`src/rtl/dc_fill_ctrl_if.sv`:
```
// Request/response and memory-side bus of the D-cache fill controller.
// master = load/store requester that also plays the memory; slave = dc_fill_ctrl.
interface dc_fill_ctrl_if;
   logic         req_valid;
   logic         req_ready;
   logic         req_wr;
   logic [31:0]  req_addr;
   logic [1:0]   req_size;
   logic [31:0]  req_wdata;
   logic         rsp_valid;
   logic         rsp_way;
   logic [3:0]   rsp_offset;
   logic         mem_rd_req;
   logic [31:0]  mem_rd_addr;
   logic         mem_rd_ack;
   logic [127:0] mem_rd_data;
   logic         mem_wr_req;
   logic [31:0]  mem_wr_addr;
   logic [1:0]   mem_wr_size;
   logic [31:0]  mem_wr_data;
   logic         mem_wr_ack;

   modport master (
      output req_valid, req_wr, req_addr, req_size, req_wdata,
      output mem_rd_ack, mem_rd_data, mem_wr_ack,
      input  req_ready, rsp_valid, rsp_way, rsp_offset,
      input  mem_rd_req, mem_rd_addr, mem_wr_req, mem_wr_addr, mem_wr_size, mem_wr_data
   );

   modport slave (
      input  req_valid, req_wr, req_addr, req_size, req_wdata,
      input  mem_rd_ack, mem_rd_data, mem_wr_ack,
      output req_ready, rsp_valid, rsp_way, rsp_offset,
      output mem_rd_req, mem_rd_addr, mem_wr_req, mem_wr_addr, mem_wr_size, mem_wr_data
   );
endinterface

```
`src/rtl/dc_fill_ctrl.sv`:
```
// Lookup / miss-fill / write-through store controller for a 2-way, 16-set, 16-byte-line D-cache.
// Optional macro DC_WRITE_ALLOCATE_EN: store misses allocate (fill, replay, write) instead of bypassing.
module dc_fill_ctrl (
   input  logic                 clk,
   input  logic                 rst_n,
   dc_fill_ctrl_if.slave        bus,
   output logic [3:0]           dc_index,
   output logic [15:0]          dc_wr_mask_way1,
   output logic [15:0]          dc_wr_mask_way2,
   output logic [127:0]         dc_write_data
);

`ifdef DC_WRITE_ALLOCATE_EN
   localparam bit WRITE_ALLOCATE = 1'b1;
`else
   localparam bit WRITE_ALLOCATE = 1'b0;
`endif

   typedef enum logic [2:0] {IDLE, LOOKUP, FILL, WRFILL, WRMEM} state_t;

   state_t        state;
   state_t        state_nxt;

   logic [31:0]   addr_q;
   logic [1:0]    size_q;
   logic          wr_q;
   logic [31:0]   wdata_q;
   logic          hit_q;
   logic          hit_way_q;

   logic [23:0]   tag1 [16];
   logic [23:0]   tag2 [16];
   logic [15:0]   valid1;
   logic [15:0]   valid2;
   logic [15:0]   lru;

   logic [3:0]    cur_idx;
   logic          victim;

   logic [31:0]   la_addr;
   logic          la_wr;
   logic [1:0]    la_size;
   logic [31:0]   la_wdata;
   logic [3:0]    la_idx;
   logic          la_hit1;
   logic          la_hit2;
   logic          la_hit;
   logic          la_way;

   logic [3:0]    index_nxt;
   logic [15:0]   mask1_nxt;
   logic [15:0]   mask2_nxt;
   logic [127:0]  wdata_nxt;

   // Illegal size 2 is widened to a full word.
   function automatic logic [1:0] last_byte(input logic [1:0] size);
      return (size == 2'd2) ? 2'd3 : size;
   endfunction

   function automatic logic [15:0] store_mask(input logic [3:0] off, input logic [1:0] size);
      logic [15:0] m;
      logic [4:0]  pos;
      m = 16'hFFFF;
      for (int k = 0; k < 4; k++) begin
         pos = {1'b0, off} + 5'(k);
         if ((2'(k) <= last_byte(size)) && !pos[4]) m[pos[3:0]] = 1'b0;
      end
      return m;
   endfunction

   function automatic logic [127:0] store_data(input logic [3:0] off, input logic [1:0] size,
                                               input logic [31:0] wd);
      logic [127:0] d;
      logic [4:0]   pos;
      d = '0;
      for (int k = 0; k < 4; k++) begin
         pos = {1'b0, off} + 5'(k);
         if ((2'(k) <= last_byte(size)) && !pos[4]) d[pos[3:0]*8 +: 8] = wd[k*8 +: 8];
      end
      return d;
   endfunction

   assign cur_idx = addr_q[7:4];

   // First invalid way wins (way1 preferred), otherwise the LRU way.
   always_comb begin
      if (!valid1[cur_idx])      victim = 1'b0;
      else if (!valid2[cur_idx]) victim = 1'b1;
      else                       victim = lru[cur_idx];
   end

   // Lookahead for the cycle about to enter LOOKUP, so the array-write
   // controls can be registered and stable for the whole LOOKUP cycle.
   always_comb begin
      la_addr  = addr_q;
      la_wr    = wr_q;
      la_size  = size_q;
      la_wdata = wdata_q;
      if (state == IDLE) begin
         la_addr  = bus.req_addr;
         la_wr    = bus.req_wr;
         la_size  = bus.req_size;
         la_wdata = bus.req_wdata;
      end
   end

   assign la_idx  = la_addr[7:4];
   assign la_hit1 = valid1[la_idx] && (tag1[la_idx] == la_addr[31:8]);
   assign la_hit2 = valid2[la_idx] && (tag2[la_idx] == la_addr[31:8]);

   // A replay from WRFILL hits the way just filled; tags are not yet visible.
   always_comb begin
      if (state == WRFILL) begin
         la_hit = 1'b1;
         la_way = victim;
      end else begin
         la_hit = la_hit1 || la_hit2;
         la_way = la_hit2 && !la_hit1;
      end
   end

   always_ff @(posedge clk or negedge rst_n) begin
      if (!rst_n) state <= IDLE;
      else        state <= state_nxt;
   end

   always_comb begin
      state_nxt = state;
      unique case (state)
         IDLE:    if (bus.req_valid) state_nxt = LOOKUP;
         LOOKUP: begin
            if (hit_q)                         state_nxt = wr_q ? WRMEM : IDLE;
            else if (!wr_q || WRITE_ALLOCATE)  state_nxt = FILL;
            else                               state_nxt = WRMEM;
         end
         FILL:    if (bus.mem_rd_ack) state_nxt = WRFILL;
         WRFILL:  state_nxt = LOOKUP;
         WRMEM:   if (bus.mem_wr_ack) state_nxt = IDLE;
         default: state_nxt = IDLE;
      endcase
   end

   always_comb begin
      bus.req_ready   = (state == IDLE);
      bus.rsp_valid   = (state == LOOKUP) && hit_q && !wr_q;
      bus.rsp_way     = hit_way_q;
      bus.rsp_offset  = addr_q[3:0];
      bus.mem_rd_req  = (state == FILL);
      bus.mem_rd_addr = {addr_q[31:4], 4'h0};
      bus.mem_wr_req  = (state == WRMEM);
      bus.mem_wr_addr = addr_q;
      bus.mem_wr_size = size_q;
      bus.mem_wr_data = wdata_q;

      index_nxt = dc_index;
      mask1_nxt = 16'hFFFF;
      mask2_nxt = 16'hFFFF;
      wdata_nxt = dc_write_data;
      if (state == IDLE && bus.req_valid) index_nxt = bus.req_addr[7:4];
      if (state_nxt == WRFILL) begin
         if (victim) mask2_nxt = 16'h0000;
         else        mask1_nxt = 16'h0000;
         wdata_nxt = bus.mem_rd_data;
      end else if (state_nxt == LOOKUP && la_wr && la_hit) begin
         if (la_way) mask2_nxt = store_mask(la_addr[3:0], la_size);
         else        mask1_nxt = store_mask(la_addr[3:0], la_size);
         wdata_nxt = store_data(la_addr[3:0], la_size, la_wdata);
      end
   end

   always_ff @(posedge clk or negedge rst_n) begin
      if (!rst_n) begin
         addr_q          <= '0;
         size_q          <= '0;
         wr_q            <= 1'b0;
         wdata_q         <= '0;
         hit_q           <= 1'b0;
         hit_way_q       <= 1'b0;
         dc_index        <= '0;
         dc_wr_mask_way1 <= 16'hFFFF;
         dc_wr_mask_way2 <= 16'hFFFF;
         dc_write_data   <= '0;
         valid1          <= '0;
         valid2          <= '0;
         lru             <= '0;
      end else begin
         if (state == IDLE && bus.req_valid) begin
            addr_q  <= bus.req_addr;
            size_q  <= bus.req_size;
            wr_q    <= bus.req_wr;
            wdata_q <= bus.req_wdata;
         end
         if (state_nxt == LOOKUP) begin
            hit_q     <= la_hit;
            hit_way_q <= la_way;
         end
         dc_index        <= index_nxt;
         dc_wr_mask_way1 <= mask1_nxt;
         dc_wr_mask_way2 <= mask2_nxt;
         dc_write_data   <= wdata_nxt;
         if (state == LOOKUP && hit_q) begin
            lru[cur_idx] <= ~hit_way_q;
         end else if (state == WRFILL) begin
            if (victim) valid2[cur_idx] <= 1'b1;
            else        valid1[cur_idx] <= 1'b1;
            lru[cur_idx] <= ~victim;
         end
      end
   end

   // Tags need no reset: they are only trusted where the valid bit is set.
   always_ff @(posedge clk) begin
      if (state == WRFILL) begin
         if (victim) tag2[cur_idx] <= addr_q[31:8];
         else        tag1[cur_idx] <= addr_q[31:8];
      end
   end

endmodule

```
`src/flat_wrapper.sv`:
```
// flat-port wrapper written by rule: the top's interface ports become plain ports
module dc_fill_ctrl_flat 
  (clk, rst_n, dc_index, dc_wr_mask_way1, dc_wr_mask_way2, dc_write_data, bus_req_valid, bus_req_wr, bus_req_addr, bus_req_size, bus_req_wdata, bus_mem_rd_ack, bus_mem_rd_data, bus_mem_wr_ack, bus_req_ready, bus_rsp_valid, bus_rsp_way, bus_rsp_offset, bus_mem_rd_req, bus_mem_rd_addr, bus_mem_wr_req, bus_mem_wr_addr, bus_mem_wr_size, bus_mem_wr_data);
  dc_fill_ctrl_if bus_i ();
  input  logic clk;
  input  logic rst_n;
  output logic [3:0] dc_index;
  output logic [15:0] dc_wr_mask_way1;
  output logic [15:0] dc_wr_mask_way2;
  output logic [127:0] dc_write_data;
  input wire logic [$bits(bus_i.req_valid)-1:0] bus_req_valid;
  input wire logic [$bits(bus_i.req_wr)-1:0] bus_req_wr;
  input wire logic [$bits(bus_i.req_addr)-1:0] bus_req_addr;
  input wire logic [$bits(bus_i.req_size)-1:0] bus_req_size;
  input wire logic [$bits(bus_i.req_wdata)-1:0] bus_req_wdata;
  input wire logic [$bits(bus_i.mem_rd_ack)-1:0] bus_mem_rd_ack;
  input wire logic [$bits(bus_i.mem_rd_data)-1:0] bus_mem_rd_data;
  input wire logic [$bits(bus_i.mem_wr_ack)-1:0] bus_mem_wr_ack;
  output wire logic [$bits(bus_i.req_ready)-1:0] bus_req_ready;
  output wire logic [$bits(bus_i.rsp_valid)-1:0] bus_rsp_valid;
  output wire logic [$bits(bus_i.rsp_way)-1:0] bus_rsp_way;
  output wire logic [$bits(bus_i.rsp_offset)-1:0] bus_rsp_offset;
  output wire logic [$bits(bus_i.mem_rd_req)-1:0] bus_mem_rd_req;
  output wire logic [$bits(bus_i.mem_rd_addr)-1:0] bus_mem_rd_addr;
  output wire logic [$bits(bus_i.mem_wr_req)-1:0] bus_mem_wr_req;
  output wire logic [$bits(bus_i.mem_wr_addr)-1:0] bus_mem_wr_addr;
  output wire logic [$bits(bus_i.mem_wr_size)-1:0] bus_mem_wr_size;
  output wire logic [$bits(bus_i.mem_wr_data)-1:0] bus_mem_wr_data;
  assign bus_i.req_valid = bus_req_valid;
  assign bus_i.req_wr = bus_req_wr;
  assign bus_i.req_addr = bus_req_addr;
  assign bus_i.req_size = bus_req_size;
  assign bus_i.req_wdata = bus_req_wdata;
  assign bus_i.mem_rd_ack = bus_mem_rd_ack;
  assign bus_i.mem_rd_data = bus_mem_rd_data;
  assign bus_i.mem_wr_ack = bus_mem_wr_ack;
  assign bus_req_ready = bus_i.req_ready;
  assign bus_rsp_valid = bus_i.rsp_valid;
  assign bus_rsp_way = bus_i.rsp_way;
  assign bus_rsp_offset = bus_i.rsp_offset;
  assign bus_mem_rd_req = bus_i.mem_rd_req;
  assign bus_mem_rd_addr = bus_i.mem_rd_addr;
  assign bus_mem_wr_req = bus_i.mem_wr_req;
  assign bus_mem_wr_addr = bus_i.mem_wr_addr;
  assign bus_mem_wr_size = bus_i.mem_wr_size;
  assign bus_mem_wr_data = bus_i.mem_wr_data;
  dc_fill_ctrl u_core (.clk(clk), .rst_n(rst_n), .bus(bus_i), .dc_index(dc_index), .dc_wr_mask_way1(dc_wr_mask_way1), .dc_wr_mask_way2(dc_wr_mask_way2), .dc_write_data(dc_write_data));
endmodule
```
`config.mk`:
```
export PLATFORM = sky130hd
export DESIGN_NAME = dc_fill_ctrl_flat
export DESIGN_NICKNAME = d
export VERILOG_FILES = /design/src/rtl/dc_fill_ctrl_if.sv /design/src/rtl/dc_fill_ctrl.sv /design/src/flat_wrapper.sv
export SDC_FILE = /design/constraint.sdc
export NUM_CORES = 2
export LEC_CHECK = 0
export ABC_AREA = 1
export CORE_ASPECT_RATIO = 2
export CORE_MARGIN = 10
export CORE_UTILIZATION = 40
export CTS_CLUSTER_SIZE = 28
export DETAILED_ROUTE_END_ITERATION = 7
export GPL_TIMING_DRIVEN = 1
export HOLD_SLACK_MARGIN = 0.1
export SYNTH_ARGS = -nofsm -noshare
export SYNTH_HDL_FRONTEND = slang
export SYNTH_SLANG_ARGS = --single-unit
```
`constraint.sdc`:
```
create_clock -name clk -period 8.8 [get_ports clk]
set_clock_uncertainty 0.05 [all_clocks]
set_input_delay 0.88 -clock clk [delete_from_list [all_inputs] [get_ports clk]]
set_output_delay 0.88 -clock clk [all_outputs]
set_load 0.05 [all_outputs]
```
==> out/qor.yml <==
outcome:
  violations: "max-capacitance violations, max-slew violations"
  outcome: "finished with violations"
floorplan:
  die_h_um: 533
  dieArea_um2: 147000
  rows: 188
  initial_core_util: 0.402
  core_area_um2: 131000
  die_width_um: 277
  io_pins: 471
timing:
  rsz0062_at_grt: "false"
  tightest_slew_ps: 1580
  setup_tns_ps: 0
  slew_violations: 5
  fin_crit_sh: 0.883
  fin_crit_ps: 7770
  max_clock_freq_mhz: 129
  slew_headroom: -0.0545
  setup_violations: 0
  hold_viol: 0
clock_network:
  clk_pin_slew_ps: 70
  cts_buffer_depth: 3
  cts_tree: "done"
  clock_latency_ps: 750
  cts_resized: 0
  hold_buffers: 0
  clock_sinks: 1048
  cts-root-buf: "clkbuf_16"
  cts_made_buffers: 93
  cts_htree_levels: 3
  post_cts_buffers: 0
routing:
  wl_per_cell_um: 31.7
  via_per_inst: 5.78
  wl_um: 260000
  drc: 0
  num_vias: 47300
  drt_first_pass_iters: 8
  detail-route-antenna-nets: 0
  drt_iter0_markers: 4482
run:
  cap_violations: 1
yosys:
  synthFlopType: "edfxtp_1"
  syn_area_um2: 52600
  synth-edff-count: 768
  yosysTopAreaCellShare: 0.438
  synthDistinctLibCells: 53
  synth_area_leaders: "edfxtp_1 (44%), nand2_1 (13%), dfrtp_1 (12%)"
  synthArstFlopShare: 0.267
  yosys_warnings: 0
  yosysSeqAreaShare: 0.572
  synthTopCellsByCount: "nand2_1 (1870), nand3_1 (1104), edfxtp_1 (768)"
  synth-seq-cells: 1048
  syn_avg_cell_area_um2: 8.71
  yosysTopAreaCell: "edfxtp_1"
  synthCells: 6043
  synth.most_common_cell: "nand2_1"
final_layout:
  nNetsFinal: 6596
  drive_gt1_frac: 0.0677
  num-fill-cells: 12700
  post-route-util: 0.475
  syn_to_final_growth_pct: 18.2
  stdcell_count: 8181
global_route:
  grt_pass1_wl_um: 359000
  gr-total-overflow: 0
  antenna_found_initial: 12
  grt_max_degree: 126
  first_global_vias: 45700
  track_usage: 0.342
critical_path:
  worst-setup-path-type: "flip-flop to flip-flop"
  path_common_cell: "nand2_1"
  r2r_slack_ps: 1030
  crit_path_start_kind: "flip-flop"
  slowest_delay_ps: 900
  crit_chain: "inv_2, nand2_4, buf_4, nand2_1, o21ai_4, ha_1, inv_1, nand2_2, nand2_2, inv_2, nand2_1, nor2_1, buf_4, ha_1, nor2_1, inv_1, nor2_1, inv_1, o21ai_0, a31oi_1, o21ai_0, nand2_1, nand2_1, nand2_1"
  crit_slowest_cell: "o21ai_0"
  cp-end-kind: "flip-flop"
  arrival_ps: 8320
  critical_path_peak_fanout: 73
  cp.required_ps: 9350
hold_path:
  hp-class: "primary input to async pin"
placed_design:
  portBuffers: 466
  gp_congestion: 1.09
  placed_cells: 7995
  dp_hpwl_um: 187000
final timing paths:
path / startpoint / endpoint / depth (start not counted)
setup / recovery: u_core.state[2]$_DFF_PN0_ / u_core.dc_write_data[90]$_DFFE_PN0P_ / 24
hold / removal: rst_n / u_core.dc_write_data[91]$_DFFE_PN0P_ / 1
setup reg to reg: u_core.state[2]$_DFF_PN0_ / u_core.dc_write_data[90]$_DFFE_PN0P_ / 24
hold reg to reg: u_core.valid1[15]$_DFFE_PN0P_ / u_core.valid1[15]$_DFFE_PN0P_ / 2
max in group asynchronous: rst_n / u_core.valid2[14]$_DFFE_PN0P_ / 2
min in group clk: u_core.valid1[15]$_DFFE_PN0P_ / u_core.valid1[15]$_DFFE_PN0P_ / 2
critical path, delay by kind of cell, from the launching register on:
| family | cells | cell delay (ps) |
|---|---|---|
| AOI/OAI and AO/OA | 4 | 1400 |
| DFF | 1 | 420 |
| buffers and inverters | 7 | 2290 |
| adders and majority gates | 2 | 960 |
| and+or+nand+nor | 11 | 2470 |
layout by cell type, fill, tap and decap left out, types with 20 or more instances in the layout:
| master | instances |
|---|---|
| clkbuf_1 | 21 |
| o21ai_1 | 53 |
| buf_4 | 136 |
| a22oi_1 | 25 |
| a21oi_1 | 165 |
| inv_1 | 336 |
| nor2_1 | 386 |
| nand2_1 | 1867 |
| clkbuf_16 | 94 |
| clkinv_1 | 20 |
| nor3_1 | 56 |
| o21ai_0 | 296 |
| clkdlybuf4s50_1 | 465 |
| inv_2 | 26 |
| dfstp_2 | 32 |
| o211ai_1 | 70 |
| o22ai_1 | 23 |
| nor2_4 | 36 |
| dfrtp_1 | 248 |
| edfxtp_1 | 768 |
| nand3_1 | 1103 |
flip-flops by register name, indices dropped and copies added, names as in the netlist, 2 cells and up:
register                cells
u_core.dc_wr_mask_way2     16
u_core.dc_write_data      128
u_core.state                3
u_core.dc_wr_mask_way1     16
u_core.tag1               384
u_core.valid1              16
u_core.bus.mem_wr_size      2
u_core.lru                 16
u_core.valid2              16
u_core.bus.mem_wr_addr     32
u_core.tag2               384
u_core.bus.mem_wr_data     32
cell families after synthesis:
logic type      synth area share
flops                      0.572
other cells            0.0000712
buf+inv                   0.0635
mux                     0.000214
fa+ha+maj                0.00380
compound gates            0.0774
simple gates               0.282
xor+xnor                0.000832
area by class of cell:
| type | count | area [µm²] | area share |
|---|---|---|---|
| well taps | 1710 | 2140 | 0.0344 |
| flip-flops and latches | 1048 | 30100 | 0.484 |
| clock buffers | 120 | 2500 | 0.0402 |
| diodes | 14 | 35.0 | 0.000563 |
| inverters | 372 | 1400 | 0.0225 |
| clock inverters | 52 | 564 | 0.00907 |
| multi-input cells | 4252 | 19600 | 0.314 |
| repair buffers | 613 | 5910 | 0.0950 |
routing by layer:
| layer | track usage | vias to the layer above | part of all wire |
|---|---|---|---|
| met5 | 0 | - | 0.000050 |
| met4 | 0.326 | 2 | 0.11 |
| met3 | 0.0708 | 694 | 0.072 |
| met2 | 0.590 | 2497 | 0.49 |
| met1 | 0.339 | 22900 | 0.32 |
| li1 | - | 21200 | - |
through the flow:
stage,setup slack (ps),cell area [µm²],hold WS [ps]
floorplan,4170,52700,389
global placement,1110,59100,401
detailed placement,1210,59100,413
CTS,1230,62200,123
global route,781,62200,146
finish,1030,62200,84.8
Power is not shown: default switching activity piles up to over one toggle a cycle in this logic, so the estimate is an artifact.
